$ cat config.mk
export PLATFORM = sky130hd
export DESIGN_NAME = r_forward_arbiter
export DESIGN_NICKNAME = d
export VERILOG_FILES = /design/src/rtl/r_forward_arbiter.sv
export SDC_FILE = /design/constraint.sdc
export NUM_CORES = 1
export LEC_CHECK = 0
export ABC_CLOCK_PERIOD_IN_PS = 4900
export CAP_MARGIN = 40
export CORE_AREA = 8 8 154 156
export CTS_CLUSTER_DIAMETER = 120
export DETAILED_ROUTE_END_ITERATION = 7
export DIE_AREA = 0 0 162 164
export PLACE_DENSITY = 0.7
export SKIP_CTS_REPAIR_TIMING = 1
export SLEW_MARGIN = 20
export SYNTH_ARGS = -nofsm -noshare
export SYNTH_HDL_FRONTEND = slang
export SYNTH_SLANG_ARGS = --single-unit
$ cat constraint.sdc
create_clock -name CLK -period 4.9 [get_ports CLK]
set_input_delay 1.225 -clock CLK [delete_from_list [all_inputs] [get_ports CLK]]
set_output_delay 1.225 -clock CLK [all_outputs]
set_load 0.005 [all_outputs]
$ cat src/rtl/r_forward_arbiter.sv
// Round-robin arbiter sharing one registered AR forward stage between NUM_SRC
// requesters, with a cap on outstanding reads retired by RDONE pulses.
module r_forward_arbiter #(
  parameter int NUM_SRC   = 4,
  parameter int DW        = 77,
  parameter int SW        = $clog2(NUM_SRC),
  parameter int MAX_OUTST = 16
) (
  input  logic                  CLK,
  input  logic                  RESET,
  input  logic [NUM_SRC*DW-1:0] IN_DATA,
  input  logic [NUM_SRC-1:0]    IN_VALID,
  output logic [NUM_SRC-1:0]    IN_READY,
  output logic [DW-1:0]         OUT_DATA,
  output logic [SW-1:0]         OUT_SRC,
  output logic                  OUT_VALID,
  input  logic                  OUT_READY,
  input  logic                  RDONE,
  output logic [7:0]            OUTST_CNT
);

  localparam int NP = 2 ** SW;

  logic [SW-1:0]  pri;
  logic [SW-1:0]  win;
  logic [SW-1:0]  nxt_pri;
  logic [SW:0]    pos;
  logic [NP-1:0]  vld_pad;
  logic [NP-1:0]  rdy_pad;
  logic [DW-1:0]  words [NP];
  logic           found;
  logic           load_en;
  logic           accept;

  // Padded views keep SW-bit indexing in range when NUM_SRC is not 2**SW
  always_comb begin
    vld_pad = NP'(IN_VALID);
    for (int i = 0; i < NP; i++) begin
      words[i] = '0;
      if (i < NUM_SRC) words[i] = IN_DATA[i*DW +: DW];
    end
  end

  always_comb begin
    found = 1'b0;
    win   = '0;
    pos   = '0;
    for (int k = 0; k < NUM_SRC; k++) begin
      pos = {1'b0, pri} + (SW+1)'(k);
      if (pos >= (SW+1)'(NUM_SRC)) pos = pos - (SW+1)'(NUM_SRC);
      if (!found && vld_pad[pos[SW-1:0]]) begin
        found = 1'b1;
        win   = pos[SW-1:0];
      end
    end
  end

  assign load_en = !RESET && (!OUT_VALID || OUT_READY)
                && (OUTST_CNT < 8'(MAX_OUTST));
  assign accept  = load_en && found;
  assign nxt_pri = (win == SW'(NUM_SRC-1)) ? '0 : win + 1'b1;

  always_comb begin
    rdy_pad      = '0;
    rdy_pad[win] = accept;
    IN_READY     = rdy_pad[NUM_SRC-1:0];
  end

  always_ff @(posedge CLK) begin
    if (RESET) begin
      OUT_VALID <= 1'b0;
      OUT_DATA  <= '0;
      OUT_SRC   <= '0;
      OUTST_CNT <= '0;
      pri       <= '0;
    end else begin
      if (accept) begin
        OUT_DATA  <= words[win];
        OUT_SRC   <= win;
        OUT_VALID <= 1'b1;
        pri       <= nxt_pri;
      end else if (OUT_READY) begin
        OUT_VALID <= 1'b0;
      end
      // Accept and completion in one cycle cancel; idle RDONE saturates at 0
      if (accept && !RDONE) begin
        OUTST_CNT <= OUTST_CNT + 8'd1;
      end else if (!accept && RDONE && OUTST_CNT != 8'd0) begin
        OUTST_CNT <= OUTST_CNT - 8'd1;
      end
    end
  end

endmodule

* Word level (Yosys, flattened, before mapping)
Index checks and enable logic that the tools add are counted.
Storage, ports and cells: register bits 90, bits in latches 0, RAM bits 0, memory bits (read-only) 0, bits of input ports 316, output and inout port bits 92, memories kept 0
Operators by class: add/subtract/negate cells 10, multiply operators 0, divide/modulo/power cells 0, magnitude comparators 12, eq/ne operators 1, shift operators 0, multiplexer cells 30, bitwise operators 2, reductions and logical operators 21
Operator list (count):
- 77-bit binary-select mux with 2-bit select | 1
- 77-bit 2-to-1 mux | 2
- 2-bit 2-to-1 mux | 9
- 8-bit 2-to-1 mux | 2
- 2-bit by 3-bit < comparator with 1-bit output, second input constant | 5
- 3-bit >= comparator, second input constant | 4
- 1-bit 2-to-1 mux | 11
- 1-bit logical AND | 10
- 8-bit by 1-bit adder with 8-bit output, second input constant | 1
- 1-bit binary-select mux with 2-bit select | 4
- 8-bit by 5-bit < comparator with 1-bit output, second input constant | 1
- 8-bit nonzero test | 1
- 2-bit by 1-bit subtractor with 2-bit output, second input constant | 4
- 8-bit by 1-bit subtractor with 8-bit output, second input constant | 1
- 1-bit logical NOT | 7
- 2-bit by 2-bit adder with 3-bit output, second input constant | 2
- 4-bit bitwise AND | 1
- 2-bit nonzero test | 2
- 2-bit by 1-bit adder with 3-bit output, second input constant | 1
- 2-bit by 3-bit >= comparator with 1-bit output, second input constant | 1
- 2-bit inverter with 3-bit output | 1
- 2-bit by 1-bit adder with 2-bit output, second input constant | 1
- 1-bit demux with 2-bit select | 1
- 2-bit equality test, second input constant | 1
- 2 further kinds | 2

* Depth between registers and ports, before layout
word-level depth 20, mapped depth 11, depth with buffers taken out 10

* Least setup slack after synthesis
OpenSTA, ideal clock, no wires.
kind input to output, start input port IN_VALID[0], end output port IN_READY[3], arrival time 2911 ps, setup slack 764 ps, cell stages on the path 8, path buffers 2, cell sequence and2_1 -> o211ai_1 -> nand2_1 -> inv_1 -> clkbuf_1 -> buf_1 -> ha_1 -> and2_1
Between the ends: longest elaborated chain between the ends 17, elaborated cells on any way between the ends 29, those cells by class order compare (2); mux (18); bitwise (1); reduce/logical (8)
RTL lines:
- start, declared | line 12 | input logic [NUM_SRC-1:0] IN_VALID,
- 1-bit binary-select mux with 2-bit select | line 51 | if (!found && vld_pad[pos[SW-1:0]]) begin
- 1-bit 2-to-1 mux (implied by the code) | line 51
- 1-bit 2-to-1 mux | line 51
- 1-bit logical NOT | line 51
- 1-bit logical AND | line 51
- 1-bit 2-to-1 mux | line 51
- 1-bit logical NOT | line 51
- 1-bit logical AND | line 51
- [2 not listed]
- 1-bit logical AND | line 51
- 2-bit 2-to-1 mux * | line 51
- via win[1] | line 25 | logic [SW-1:0] win;
- 2-bit by 3-bit < comparator with 1-bit output (implied by the code) / 2-bit by 1-bit >= comparator with 1-bit output (equally long branches) | line 65 | rdy_pad[win] = accept;
- 1-bit logical AND (implied by the code) | line 65
- 1-bit 2-to-1 mux (implied by the code) | line 65
- 1-bit demux with 2-bit select * | line 65
- 4-bit bitwise AND (no line) *
- end, declared | line 13 | output logic [NUM_SRC-1:0] IN_READY,
Mark *: on every way through the listed nets, which the timed path passes. The rest lies on a longest branch. The select of a mux whose other input is x is not followed.

* Worst setup path after layout
Same ends and word-level chain as after synthesis.

==> impl_summary.md <==
STA
The aggregate negative setup slack is 0 ps. For the pin with the worst max-slew slack, the measured transition is 889 ps. Counting I/O delays and the setup requirement, the final critical path takes 4710 ps. Setup repair after global routing left no endpoint under its margin.

The clock skew is 6.37 ps. The hold violation total from the final report is 0. The final worst-path cycle share is 96.1%. The headroom to the max-slew limit is 40.0%. Static timing analysis puts the maximum clock frequency at 212 MHz.

The total of endpoints with negative setup slack in the final report is 0. The final-report max-slew violation count was 0.

Placement
Summed over all nets, the half-perimeter wirelength after detailed placement is 21.3 mm. Port buffering added 407 buffers. The final estimated routing congestion in global placement is 0.824.

GRT
The via count of the first global-routing pass was 7045. The number of antenna violations at the first check in global routing is 0. Global routing used 19.6% of the available tracks.

Entering global routing, the biggest net connects 74 pins. The first global-routing pass estimated 40.9 mm of wire. Summed over all layers, the global routing overflow is 0.

Clocking
The buffer type at the clock tree root is sky130_fd_sc_hd__clkbuf_16. The clock reaches the later pin of the worst-skew pair after 350 ps. The clock net in this run drives a total of 90 sinks. The clock passes through at most 2 buffers.

After clock tree synthesis, the clock-pin slew on the worst setup and hold paths is 70 ps. The CTS tree is yes. The number of buffers created by CTS is 9. The H-tree was split into 3 levels.

Setup path
STA classifies the critical path endpoint as an output port. The worst setup path is of the input pin to output port kind. Data on the critical path arrives at its endpoint at 3480 ps. The critical path required time is 3670 ps. The startpoint of the lowest-slack register-to-register path is OUTST_CNT[4]. In this run the worst path has a maximum fanout of 5. The nature of the critical path startpoint is an input pin.

For flop-to-flop paths, the worst setup slack is 1440 ps. The worst reg2reg path depth is 10. In this run the critical register-to-register path is captured at OUTST_CNT[7].

Min path
The type of the worst min-delay path is register to register. The beginning of the worst hold path is OUT_SRC[1]. The worst-case hold path end point is OUT_SRC[1]. Counting instances, the worst hold path has a depth of 2.

Detailed routing
For this run, the detailed router's first-pass iteration total came to 5. The per-cell via count in the routed design is 5.05. The detail route stage leaves a number of antenna-violating nets equal to 0. The routed wire length is 27.8 mm.

After detailed routing, the number of remaining DRC violations is 0. The routed wirelength normalized by instance count is 20.2 um. The DRC marker count from the first detailed-route iteration is 366. The detailed router placed 6923 vias in this run.

Die
For this design the top-level I/O count stands at 408. In this run the core area contains 54 standard-cell rows. The effective utilization at floorplan is 27.7%.

The region available for standard cell placement spans 21400 um2. In this run the horizontal extent of the chip is 162 um. The total die area is 26600 um2. From bottom edge to top edge, the die measures 164 um.

Outcome
The flow ran to the end, and the final reports show no timing, DRC or antenna violations.

Synthesis
In the synthesized netlist, the number of instances is 722. After synthesis the netlist holds a flip-flop and latch count of 90. The async set-reset flop share out of synthesis is 0%.

In this run the cell area of the synthesized design comes to 5910 um2. Yosys mapped a number of flops with a built-in enable equal to 0. The arithmetic-cell share of the synthesized area counting full adders, half adders and majority gates is 2.67%. A synthesized cell averages 8.18 um2.

The main flop type after synthesis is sky130_fd_sc_hd__dfxtp_1. Of the total synthesized cell area, the portion taken by XOR and XNOR cells is 0.445%. The share of the Yosys chip area taken by registers is 30.5%. After synthesis, the share of cell area in mux cells is 14.6%.

Synthesis produced a netlist with a net count of 1050. The warning count from the yosys run is 0. The compound-gate portion of the synthesized area is 30.8%. The number of library cell types mapped by synthesis is 42. The post-synthesis share of cell area spent on and, or, nand and nor gates is 15.6%. After synthesis, the largest family of logic cells by area is compound AO/OA/AOI/OAI gates.

Power
The power density over the cells is 401 nW/um2. Summed over all cells, the static leakage comes to 3.87 nW. The total power draw is 4.25 mW. Across the VDD grid, the largest voltage drop is 0.292 mV.

Final layout
From synthesis to final layout, the design area changed by 79.7%. The post-route netlist has 5.49% of its cells at a drive strength greater than 1. The net count of the finished layout is 1415.

0 antenna diodes ended up in the layout.

Job
Max-cap violations in this run came to 0.
## final cells by class
type | instances | area [um2]
Clock buffer | 12 | 246
Multi-Input combinational cell | 554 | 3810
Inverter | 8 | 32.5
Clock inverter | 4 | 98.8
Sequential cell | 90 | 1800
Timing Repair Buffer | 424 | 4270
Fill cell | 2101 | 10700
Tap cell | 280 | 350
## how the worst max path moves through the flow
stage | startpoint | slack [ps] | cells past startpoint | to
6_report | IN_VALID[0] | 190 | 8 | IN_READY[3]
5_1_grt | IN_VALID[0] | 90 | 8 | IN_READY[3]
4_1_cts | IN_VALID[0] | 190 | 8 | IN_READY[3]
3_5_place_dp | IN_VALID[0] | 220 | 8 | IN_READY[3]
3_3_place_gp | IN_VALID[0] | 260 | 8 | IN_READY[3]
2_1_floorplan | IN_VALID[0] | 760 | 8 | IN_READY[3]
## power breakdown
group | leakage, nW | total (mW) | switching [mW] | internal (mW)
clock | 0.167 | 0.826 | 0.311 | 0.515
combinational | 2.96 | 2.36 | 1.18 | 1.18
sequential | 0.741 | 1.06 | 0.124 | 0.941
total | 3.87 | 4.25 | 1.62 | 2.64
## cells in the final DEF, fill, tap and decap left out, drive strengths merged, types with 6 or more instances in the layout
master,n
nand3,75
a21oi,8
a21o,74
nand2,81
clkbuf,12
and2,6
clkdlybuf4s50,407
dfxtp,90
nor2,13
o21ai,79
buf,17
mux2i,85
inv,8
ha,11
o211ai,75
## cell usage after synthesis (all sizes together) (3+ instances only)
library cell | n | area [um2]
clkbuf | 61 | 229
and2 | 6 | 37.5
nand3 | 75 | 375
a21o | 74 | 556
nand2 | 81 | 304
buf | 9 | 61.3
a21oi | 8 | 40.0
o21ai | 79 | 395
inv | 8 | 30.0
o2111ai | 3 | 26.3
ha | 11 | 138
or4 | 4 | 33.8
o211ai | 75 | 643
mux2i | 85 | 851
dfxtp | 90 | 1800
o221ai | 4 | 60.1
nand2b | 4 | 25.0
nand3b | 4 | 30.0
nor2b | 4 | 25.0
nor2 | 13 | 48.8
## sequential cells by signal (all words and copies together), names as in the netlist
name       cells
pri            2
OUTST_CNT      8
OUT_SRC        2
OUT_VALID      1
OUT_DATA      77
## per-layer routing
| layer | routed length, um | track usage, % | up-vias | share of wire (%) |
|---|---|---|---|---|
| li1 | - | - | 3382 | - |
| met1 | 11300 | 23.1 | 3219 | 41 |
| met2 | 13800 | 34.0 | 294 | 50 |
| met3 | 2090 | 5.56 | 28 | 7.5 |
| met4 | 605 | 6.27 | 0 | 2.2 |
| met5 | 0 | 0 | - | 0 |
## critical path, cell delays in order
cell and delay [ps]:
sky130_fd_sc_hd__clkdlybuf4s50_1 460, sky130_fd_sc_hd__and2_1 210, sky130_fd_sc_hd__and2_1 170, sky130_fd_sc_hd__or3_1 470, sky130_fd_sc_hd__inv_1 120, sky130_fd_sc_hd__ha_1 170, sky130_fd_sc_hd__and2_1 130, sky130_fd_sc_hd__clkdlybuf4s50_1 520
## cells by family after synthesis
family | count (synthesis)
adders and majority gates | 12
muxes | 86
DFF | 90
xor gates and xnor gates | 3
buffers and inverters | 78
AOI/OAI and AO/OA | 255
and+or+nand+nor | 198
## per-stage QoR
stage	hold WS, ps	std cells	util [%]	instance area (um2)	worst slack [ps]
3_3_place_gp	443	1354	47.9	10200	256
4_1_cts	467	1370	49.5	10600	189
6_report	465	1372	49.7	10600	193
2_1_floorplan	453	722	-	5910	764
5_1_grt	485	1372	49.7	10600	92.1
3_5_place_dp	455	1354	47.9	10200	224
No activity file was read; power rests on OpenSTA's default activity.
